### src/rtl/riscv_exec_writeback.sv
// riscv_exec_writeback
//   Execute/writeback stage for decoded R-type operations. Accepts one
//   operation through a valid/ready handshake and presents the result on
//   the register-file write port. Shifts run one bit per cycle in a SHIFT
//   state; every other operation (and shift by 0) goes straight to WB.
//
//   Optional feature macro: RISCV_EXEC_FAST_SHIFT_EN
//     defined   -> shifts use a barrel shifter, SHIFT is never entered and
//                  every operation reaches WB one cycle after acceptance.
//     undefined -> iterative shifter.
//
// Ports
//   clk       in   clock, rising edge
//   reset     in   asynchronous active-low reset
//   in_valid  in   decoded operation present
//   in_ready  out  operation can be accepted this cycle (state == IDLE)
//   in_fn3    in   operation select
//   in_fn7    in   operation modifier, only bit 5 is used
//   in_rd     in   destination register
//   in_op1    in   rs1 data
//   in_op2    in   rs2 data
//   wb_en     out  one-cycle write strobe (never for x0)
//   wb_rd     out  write address, holds outside WB
//   wb_data   out  write data, holds outside WB
//   busy      out  operation in flight
module riscv_exec_writeback #(
    parameter int XLEN    = 32,
    parameter int RADDR_W = 5,
    parameter int SHAMT_W = 5
) (
    input  logic               clk,
    input  logic               reset,
    input  logic               in_valid,
    output logic               in_ready,
    input  logic [2:0]         in_fn3,
    input  logic [6:0]         in_fn7,
    input  logic [RADDR_W-1:0] in_rd,
    input  logic [XLEN-1:0]    in_op1,
    input  logic [XLEN-1:0]    in_op2,
    output logic               wb_en,
    output logic [RADDR_W-1:0] wb_rd,
    output logic [XLEN-1:0]    wb_data,
    output logic               busy
);

    typedef enum logic [1:0] {
        IDLE  = 2'd0,
        SHIFT = 2'd1,
        WB    = 2'd2
    } state_t;

    state_t             r_state;
    state_t             w_state_nxt;
    logic [RADDR_W-1:0] r_wb_rd;
    logic [XLEN-1:0]    r_wb_data;
    logic               w_go_shift;
    logic               w_unused_fn7;

    assign w_unused_fn7 = ^{in_fn7[6], in_fn7[4:0]};

    // Single-cycle result. Shift opcodes only reach this path in the
    // iterative build when the shift amount is 0, so they pass op1 through.
    function automatic logic [XLEN-1:0] f_alu(input logic [2:0]      fn3,
                                              input logic            alt,
                                              input logic [XLEN-1:0] a,
                                              input logic [XLEN-1:0] b);
        logic [XLEN-1:0] res;
`ifdef RISCV_EXEC_FAST_SHIFT_EN
        logic [SHAMT_W-1:0] sh;
        sh = b[SHAMT_W-1:0];
`endif
        res = '0;
        case (fn3)
            3'b000: res = alt ? (a - b) : (a + b);
`ifdef RISCV_EXEC_FAST_SHIFT_EN
            3'b001: res = a << sh;
            3'b101: res = alt ? $unsigned($signed(a) >>> sh) : (a >> sh);
`else
            3'b001: res = a;
            3'b101: res = a;
`endif
            3'b010: res = {{(XLEN-1){1'b0}}, ($signed(a) < $signed(b))};
            3'b011: res = {{(XLEN-1){1'b0}}, (a < b)};
            3'b100: res = a ^ b;
            3'b110: res = a | b;
            default: res = a & b;
        endcase
        return res;
    endfunction

`ifndef RISCV_EXEC_FAST_SHIFT_EN
    logic [XLEN-1:0]    r_work;
    logic [SHAMT_W-1:0] r_cnt;
    logic [RADDR_W-1:0] r_rd;
    logic               r_left;
    logic               r_arith;
    logic [XLEN-1:0]    w_step;
    logic [SHAMT_W-1:0] w_shamt;

    function automatic logic [XLEN-1:0] f_shift_step(input logic            left,
                                                     input logic            arith,
                                                     input logic [XLEN-1:0] x);
        if (left)
            return {x[XLEN-2:0], 1'b0};
        else
            return {arith & x[XLEN-1], x[XLEN-1:1]};
    endfunction

    assign w_shamt    = in_op2[SHAMT_W-1:0];
    assign w_go_shift = (in_fn3[1:0] == 2'b01) && (w_shamt != '0);
    assign w_step     = f_shift_step(r_left, r_arith, r_work);
`else
    assign w_go_shift = 1'b0;
`endif

    always_comb begin
        w_state_nxt = r_state;
        case (r_state)
            IDLE:  if (in_valid) w_state_nxt = w_go_shift ? SHIFT : WB;
`ifndef RISCV_EXEC_FAST_SHIFT_EN
            SHIFT: if (r_cnt == SHAMT_W'(1)) w_state_nxt = WB;
`endif
            WB:    w_state_nxt = IDLE;
            default: w_state_nxt = IDLE;
        endcase
    end

    always_ff @(posedge clk or negedge reset) begin
        if (!reset) begin
            r_state   <= IDLE;
            r_wb_rd   <= '0;
            r_wb_data <= '0;
`ifndef RISCV_EXEC_FAST_SHIFT_EN
            r_work    <= '0;
            r_cnt     <= '0;
            r_rd      <= '0;
            r_left    <= 1'b0;
            r_arith   <= 1'b0;
`endif
        end else begin
            r_state <= w_state_nxt;
            case (r_state)
                IDLE: begin
                    if (in_valid) begin
`ifndef RISCV_EXEC_FAST_SHIFT_EN
                        if (w_go_shift) begin
                            r_work  <= in_op1;
                            r_cnt   <= w_shamt;
                            r_rd    <= in_rd;
                            r_left  <= ~in_fn3[2];
                            r_arith <= in_fn7[5];
                        end else
`endif
                        begin
                            // Write port only changes when entering WB so it
                            // holds its last value everywhere else.
                            r_wb_rd   <= in_rd;
                            r_wb_data <= f_alu(in_fn3, in_fn7[5], in_op1, in_op2);
                        end
                    end
                end
`ifndef RISCV_EXEC_FAST_SHIFT_EN
                SHIFT: begin
                    r_work <= w_step;
                    r_cnt  <= r_cnt - SHAMT_W'(1);
                    if (r_cnt == SHAMT_W'(1)) begin
                        r_wb_rd   <= r_rd;
                        r_wb_data <= w_step;
                    end
                end
`endif
                default: ;
            endcase
        end
    end

    assign in_ready = (r_state == IDLE);
    assign busy     = (r_state != IDLE);
    assign wb_en    = (r_state == WB) && (r_wb_rd != '0);
    assign wb_rd    = r_wb_rd;
    assign wb_data  = r_wb_data;

endmodule

### config.mk
export PLATFORM = sky130hd
export DESIGN_NAME = riscv_exec_writeback
export DESIGN_NICKNAME = d
export VERILOG_FILES = /design/src/rtl/riscv_exec_writeback.sv
export SDC_FILE = /design/constraint.sdc
export NUM_CORES = 1
export LEC_CHECK = 0
export CORE_UTILIZATION = 58
export CTS_CLUSTER_DIAMETER = 80
export DETAILED_ROUTE_END_ITERATION = 16
export PLACE_DENSITY = 0.83
export SYNTH_ARGS = -nofsm -noshare
export SYNTH_HDL_FRONTEND = slang
export SYNTH_SLANG_ARGS = --single-unit
### constraint.sdc
create_clock -name clk -period 2.3 [get_ports clk]
set_input_delay 0.46 -clock clk [delete_from_list [all_inputs] [get_ports clk]]
set_output_delay 0.46 -clock clk [all_outputs]
set_load 0.005 [all_outputs]
==> results by group, run 1 <==
Place
  • Post-DP Area: 0.0136 mm^2
  • Placer Congestion: 1.10
  • IO Port Bufs: 115
  • HPWL after DPL: 33800 um
  • Pre-CTS setup slack: -1.45 ns

Yosys
  • Ys Warns: 0
  • Post-synth EDFFs: 0
  • Syn Area/Cell: 7.27 um^2
  • Syn Nets: 1474
  • Post-synth top flop: dfrtp_1
  • Mapped Area: 0.00939 mm^2
  • Sequential fraction of the synthesis area: 22.1%
  • Cell count after synthesis: 1292
  • Yosys reg bits: 83
  • Ys async rst share: 100%
  • Distinct cells, synth: 79

Floorplan
  • Die H: 129 um
  • IO Pins: 122
  • Cell Rows: 46
  • Starting density of the core: 59.3%
  • Die Wd: 129 um

Outcome
  • Status: aborted with a tool error
  • Stop stage: clock tree synthesis (4_1_cts)
  • Tool Error: [ERROR DPL-0033] detailed placement checks failed during check placement.

Clock tree
  • Setup bufs post-CTS: 57
  • Max Buffers Root-to-Sink: 2
  • PostCTS Resize Cnt: 432
  • CTS HTree Levels: 3
  • CTS hold repair buffers: 0
  • CTS Sinks: 83
  • Num CTS Buffers: 9
  • Root buffer cell: clkbuf_16
==> through the flow <==
step	std cells	hold slack [ns]	util [%]	setup TNS [ns]
detailed placement	1911	0.469	86.2	-57.27
global placement	1911	0.460	86.2	-44.34
floorplan	1292	0.164	-	-3.35
==> kinds of logic after synthesis <==
| group | after synthesis | share of synthesized area, % |
|---|---|---|
| adders and majority gates | 100 | 13.5 |
| AOI/OAI and AO/OA | 483 | 32.1 |
| xor gates and xnor gates | 27 | 2.52 |
| and+or+nand+nor | 367 | 17.3 |
| muxes | 39 | 4.26 |
| DFF | 83 | 22.1 |
| buffers and inverters | 193 | 8.21 |
==> cell usage after synthesis (10+ instances only) <==
cell type | instances | share of area, %
buf_2 | 24 | 1.3
a21oi_1 | 164 | 8.7
o31ai_1 | 15 | 1.2
mux2i_1 | 31 | 3.3
a211oi_1 | 13 | 1.0
nand2_1 | 134 | 5.4
nand3_1 | 20 | 1.1
nor3_1 | 29 | 1.5
nor2_1 | 121 | 4.8
xnor2_1 | 26 | 2.4
dfrtp_1 | 83 | 22
clkbuf_1 | 52 | 2.1
a31oi_1 | 18 | 1.2
ha_1 | 98 | 13
nor2b_1 | 14 | 0.93
o21ai_0 | 124 | 6.6
o22ai_1 | 12 | 0.80
a22oi_1 | 18 | 1.4
a21o_1 | 16 | 1.3
inv_1 | 102 | 4.1
nor4_1 | 10 | 0.67
==> inputs of run 2 (changes only) <==
--- a/config.mk
+++ b/config.mk
@@ -5,10 +5,9 @@
 export SDC_FILE = /design/constraint.sdc
 export NUM_CORES = 1
 export LEC_CHECK = 0
-export CORE_UTILIZATION = 58
-export CTS_CLUSTER_DIAMETER = 80
+export CORE_UTILIZATION = 40
 export DETAILED_ROUTE_END_ITERATION = 16
-export PLACE_DENSITY = 0.83
+export PLACE_DENSITY_LB_ADDON = 0.15
 export SYNTH_ARGS = -nofsm -noshare
 export SYNTH_HDL_FRONTEND = slang
 export SYNTH_SLANG_ARGS = --single-unit
==> results by group, run 2 <==
Place
  • IO Port Bufs: 115 (unchanged)
  • Pre-CTS setup slack: -1.32 ns (was -1.45 ns)
  • HPWL after DPL: 33500 um (was 33800 um)
  • Post-DP Area: 0.0137 mm^2 (was 0.0136 mm^2)
  • Placer Congestion: 0.999 (was 1.10)

Cells and area
  • Most frequent cells in the layout: buf_4 (380), a21oi_1 (132), nand2_1 (126)
  • Fin area: 0.0156 mm^2
  • Register area: 0.00208 mm^2
  • Synthesis-to-layout area growth: 66.3%
  • Final net count: 1932
  • Most common cell after layout, fill and taps aside: buf_4
  • Share of cells above drive strength 1: 42.8%
  • Antenna fix cells: 0
  • Fillcell total: 1911
  • Multi-input logic area: 0.00800 mm^2

Drt
  • Met2 wire length: 18700 um
  • Drc violations: 0
  • Uppermost layer routed: met4
  • Post-Route WL: 43600 um
  • Post-route antenna net violation count: 0
  • First-pass DRT Iterations: 6
  • DR vias/cell: 5.75
  • WL met1: 19500 um
  • WL/cell: 21.1 um
  • Routed wl met3: 4320 um
  • Via Count: 11.9k
  • 1st-iter DRT viols: 1237

Global routing
  • Largest net degree at the start of global routing: 49
  • Gr usage total: 35.9%
  • Initial antenna violation count: 0
  • Vias in the first global route: 11.6k
  • First-pass GRT wire length: 66100 um
  • Total gr overflow: 0

STA
  • Final Hold Viols: 0
  • Worst setup margin: -0.472 ns
  • Slew HR: 53.6%
  • Max-slew violation count: 0
  • Fmax: 361 MHz
  • Minimum clock period: 2.77 ns
  • Period utilization: 121%
  • RSZ-0062 raised after global routing: true
  • Clock Skew: 0.0111 ns
  • Number of setup violations in the final report: 29
  • Worst-margin pin slew: 0.689 ns

Worst setup path
  • Crit end category: flop
  • Crit start category: input port
  • Crit Path Class: input port to flop
  • Crit-path max FO: 4
  • CP required: 2.55 ns
  • Critical path arrival: 3.02 ns

Clock tree
  • Root buffer cell: clkbuf_16 (unchanged)
  • CTS HTree Levels: 3 (unchanged)
  • Worst-Skew Late Latency: 0.35 ns
  • Clock slew at reported path FFs: 0.07 ns
  • CTS tree: yes
  • Num CTS Buffers: 9 (unchanged)
  • Max Buffers Root-to-Sink: 2 (unchanged)
  • CTS Sinks: 83 (unchanged)

Floorplan
  • Die area: 0.0241 mm^2
  • Die Wd: 155 um (was 129 um)
  • Starting density of the core: 41.1% (was 59.3%)
  • Cell Rows: 55 (was 46)
  • IO Pins: 122 (unchanged)
  • Die H: 155 um (was 129 um)
  • Core ar.: 0.0228 mm^2

Yosys
  • Distinct cells, synth: 79 (unchanged)
  • Ys Warns: 0 (unchanged)
  • Post-synth top area cell: dfrtp_1 (unchanged)
  • Top cells by count, synth: a21oi_1 (164), nand2_1 (134), o21ai_0 (124) (unchanged)
  • Syn Area/Cell: 7.27 um^2 (unchanged)
  • Cell count after synthesis: 1292 (unchanged)
  • Post-synth EDFFs: 0 (unchanged)
  • Ys async rst share: 100% (unchanged)
  • Top cells by area, synth: dfrtp_1 (22%), ha_1 (13%), a21oi_1 (8.7%), o21ai_0 (6.6%), nand2_1 (5.4%) (unchanged)
  • Yosys top cell area share: 22.1% (unchanged)
  • Post-synth top flop: dfrtp_1 (unchanged)
  • Syn Nets: 1474 (unchanged)
  • Sequential fraction of the synthesis area: 22.1% (unchanged)
  • Mapped Area: 0.00939 mm^2 (unchanged)
  • Most common cell in the netlist: a21oi_1 (unchanged)
  • Yosys reg bits: 83 (unchanged)

Outcome
  • Failing checks: negative setup slack
  • Status: finished, violations left (was aborted with a tool error)

Power and ir drop
  • Peak supply drop: 0.477 mV
  • Total power: 0.0109 W
  • PD cells: 698 mW/mm^2
  • Leakage: 7.16 nW

Min path
  • Hold Path Class: input port to async pin

Flow run
  • Max-Cap Viols: 0
## run 2: cell counts after synthesis
No cell type changed its count.
## run 2: path summary, 6_finish.rpt
path | startpoint | end | slack (ns) | cells past startpoint
worst max-delay path | in_op1[0] | wb_data[28]$_DFFE_PN0P_ | -0.47 | 13
min in group clk | wb_data[2]$_DFFE_PN0P_ | wb_data[2]$_DFFE_PN0P_ | 0.49 | 2
max in group asynchronous | reset | r_work[11]$_DFFE_PN0P_ | 1.60 | 2
worst min-delay path | reset | r_cnt[4]$_DFFE_PN0P_ | 0.06 | 1
worst min register to register | wb_data[2]$_DFFE_PN0P_ | wb_data[2]$_DFFE_PN0P_ | 0.49 | 2
worst max register to register | r_cnt[0]$_DFFE_PN0P_ | wb_data[30]$_DFFE_PN0P_ | 0.28 | 11
## run 2: critical path: stages
cell and delay, ns:
buf_12 0.11, inv_12 0.03, ha_4 0.15, fa_2 0.34, or2_4 0.24, a221o_1 0.41, o211ai_4 0.30, a2111oi_4 0.11
o21ai_2 0.17, nand3_1 0.09, a31oi_1 0.21, xnor2_1 0.13, o311ai_2 0.27
## run 2: stage by stage
stage	std cells	util, %	hold slack (ns)	setup TNS (ns)
final	2068	68.4	0.0640	-7.15
after global routing	2068	68.4	0.0997	-9.40
after CTS	2047	66.5	0.0821	-7.75
after detailed placement	2000	59.9	0.456	-54.56
after global placement	2000	59.9	0.459	-50.87
after floorplan	1292	-	0.164	-3.35
## run 2: what timing repair did
action | 4_1_cts | 5_1_grt
setup endpoints to repair | 75 | 37
setup buffers | 34 | 24
resized for setup | 354 | 156
pin swaps | 126 | 93
cloned | 1 | 0
hold buffers | 0 | 0
## run 2: cell type report
| class | instances | area share, % |
|---|---|---|
| well taps | 313 | 2.51 |
| repair buffers | 536 | 28.4 |
| flip-flops and latches | 83 | 13.3 |
| multi-input cells | 1016 | 51.2 |
| clock inverters | 6 | 0.320 |
| inverters | 104 | 2.76 |
| clock buffers | 10 | 1.47 |
## run 2: logic make-up (layout without fill, tap and decap cells)
| group | after synthesis | after routing | share of synthesized area [%] |
|---|---|---|---|
| adders and majority gates | 100 | 100 | 13.5 |
| xor gates and xnor gates | 27 | 27 | 2.52 |
| buffers and inverters | 193 | 656 | 8.21 |
| AOI/OAI and AO/OA | 483 | 483 | 32.1 |
| DFF | 83 | 83 | 22.1 |
| and+or+nand+nor | 367 | 367 | 17.3 |
| muxes | 39 | 39 | 4.26 |
## run 2: power breakdown
| part | internal [W] | switching (W) |
|---|---|---|
| Combinational | 0.00328 | 0.00347 |
| Clock | 0.000744 | 0.000648 |
| Sequential | 0.00217 | 0.000591 |
## run 2: layer usage
layer | up-vias | global-route usage [%]
met1 | 5714 | 51.1
met4 | 0 | 10.6
met5 | - | 0
met2 | 574 | 53.9
li1 | 5527 | -
met3 | 78 | 7.77
Note: power is estimated with default switching activity, not from simulation.
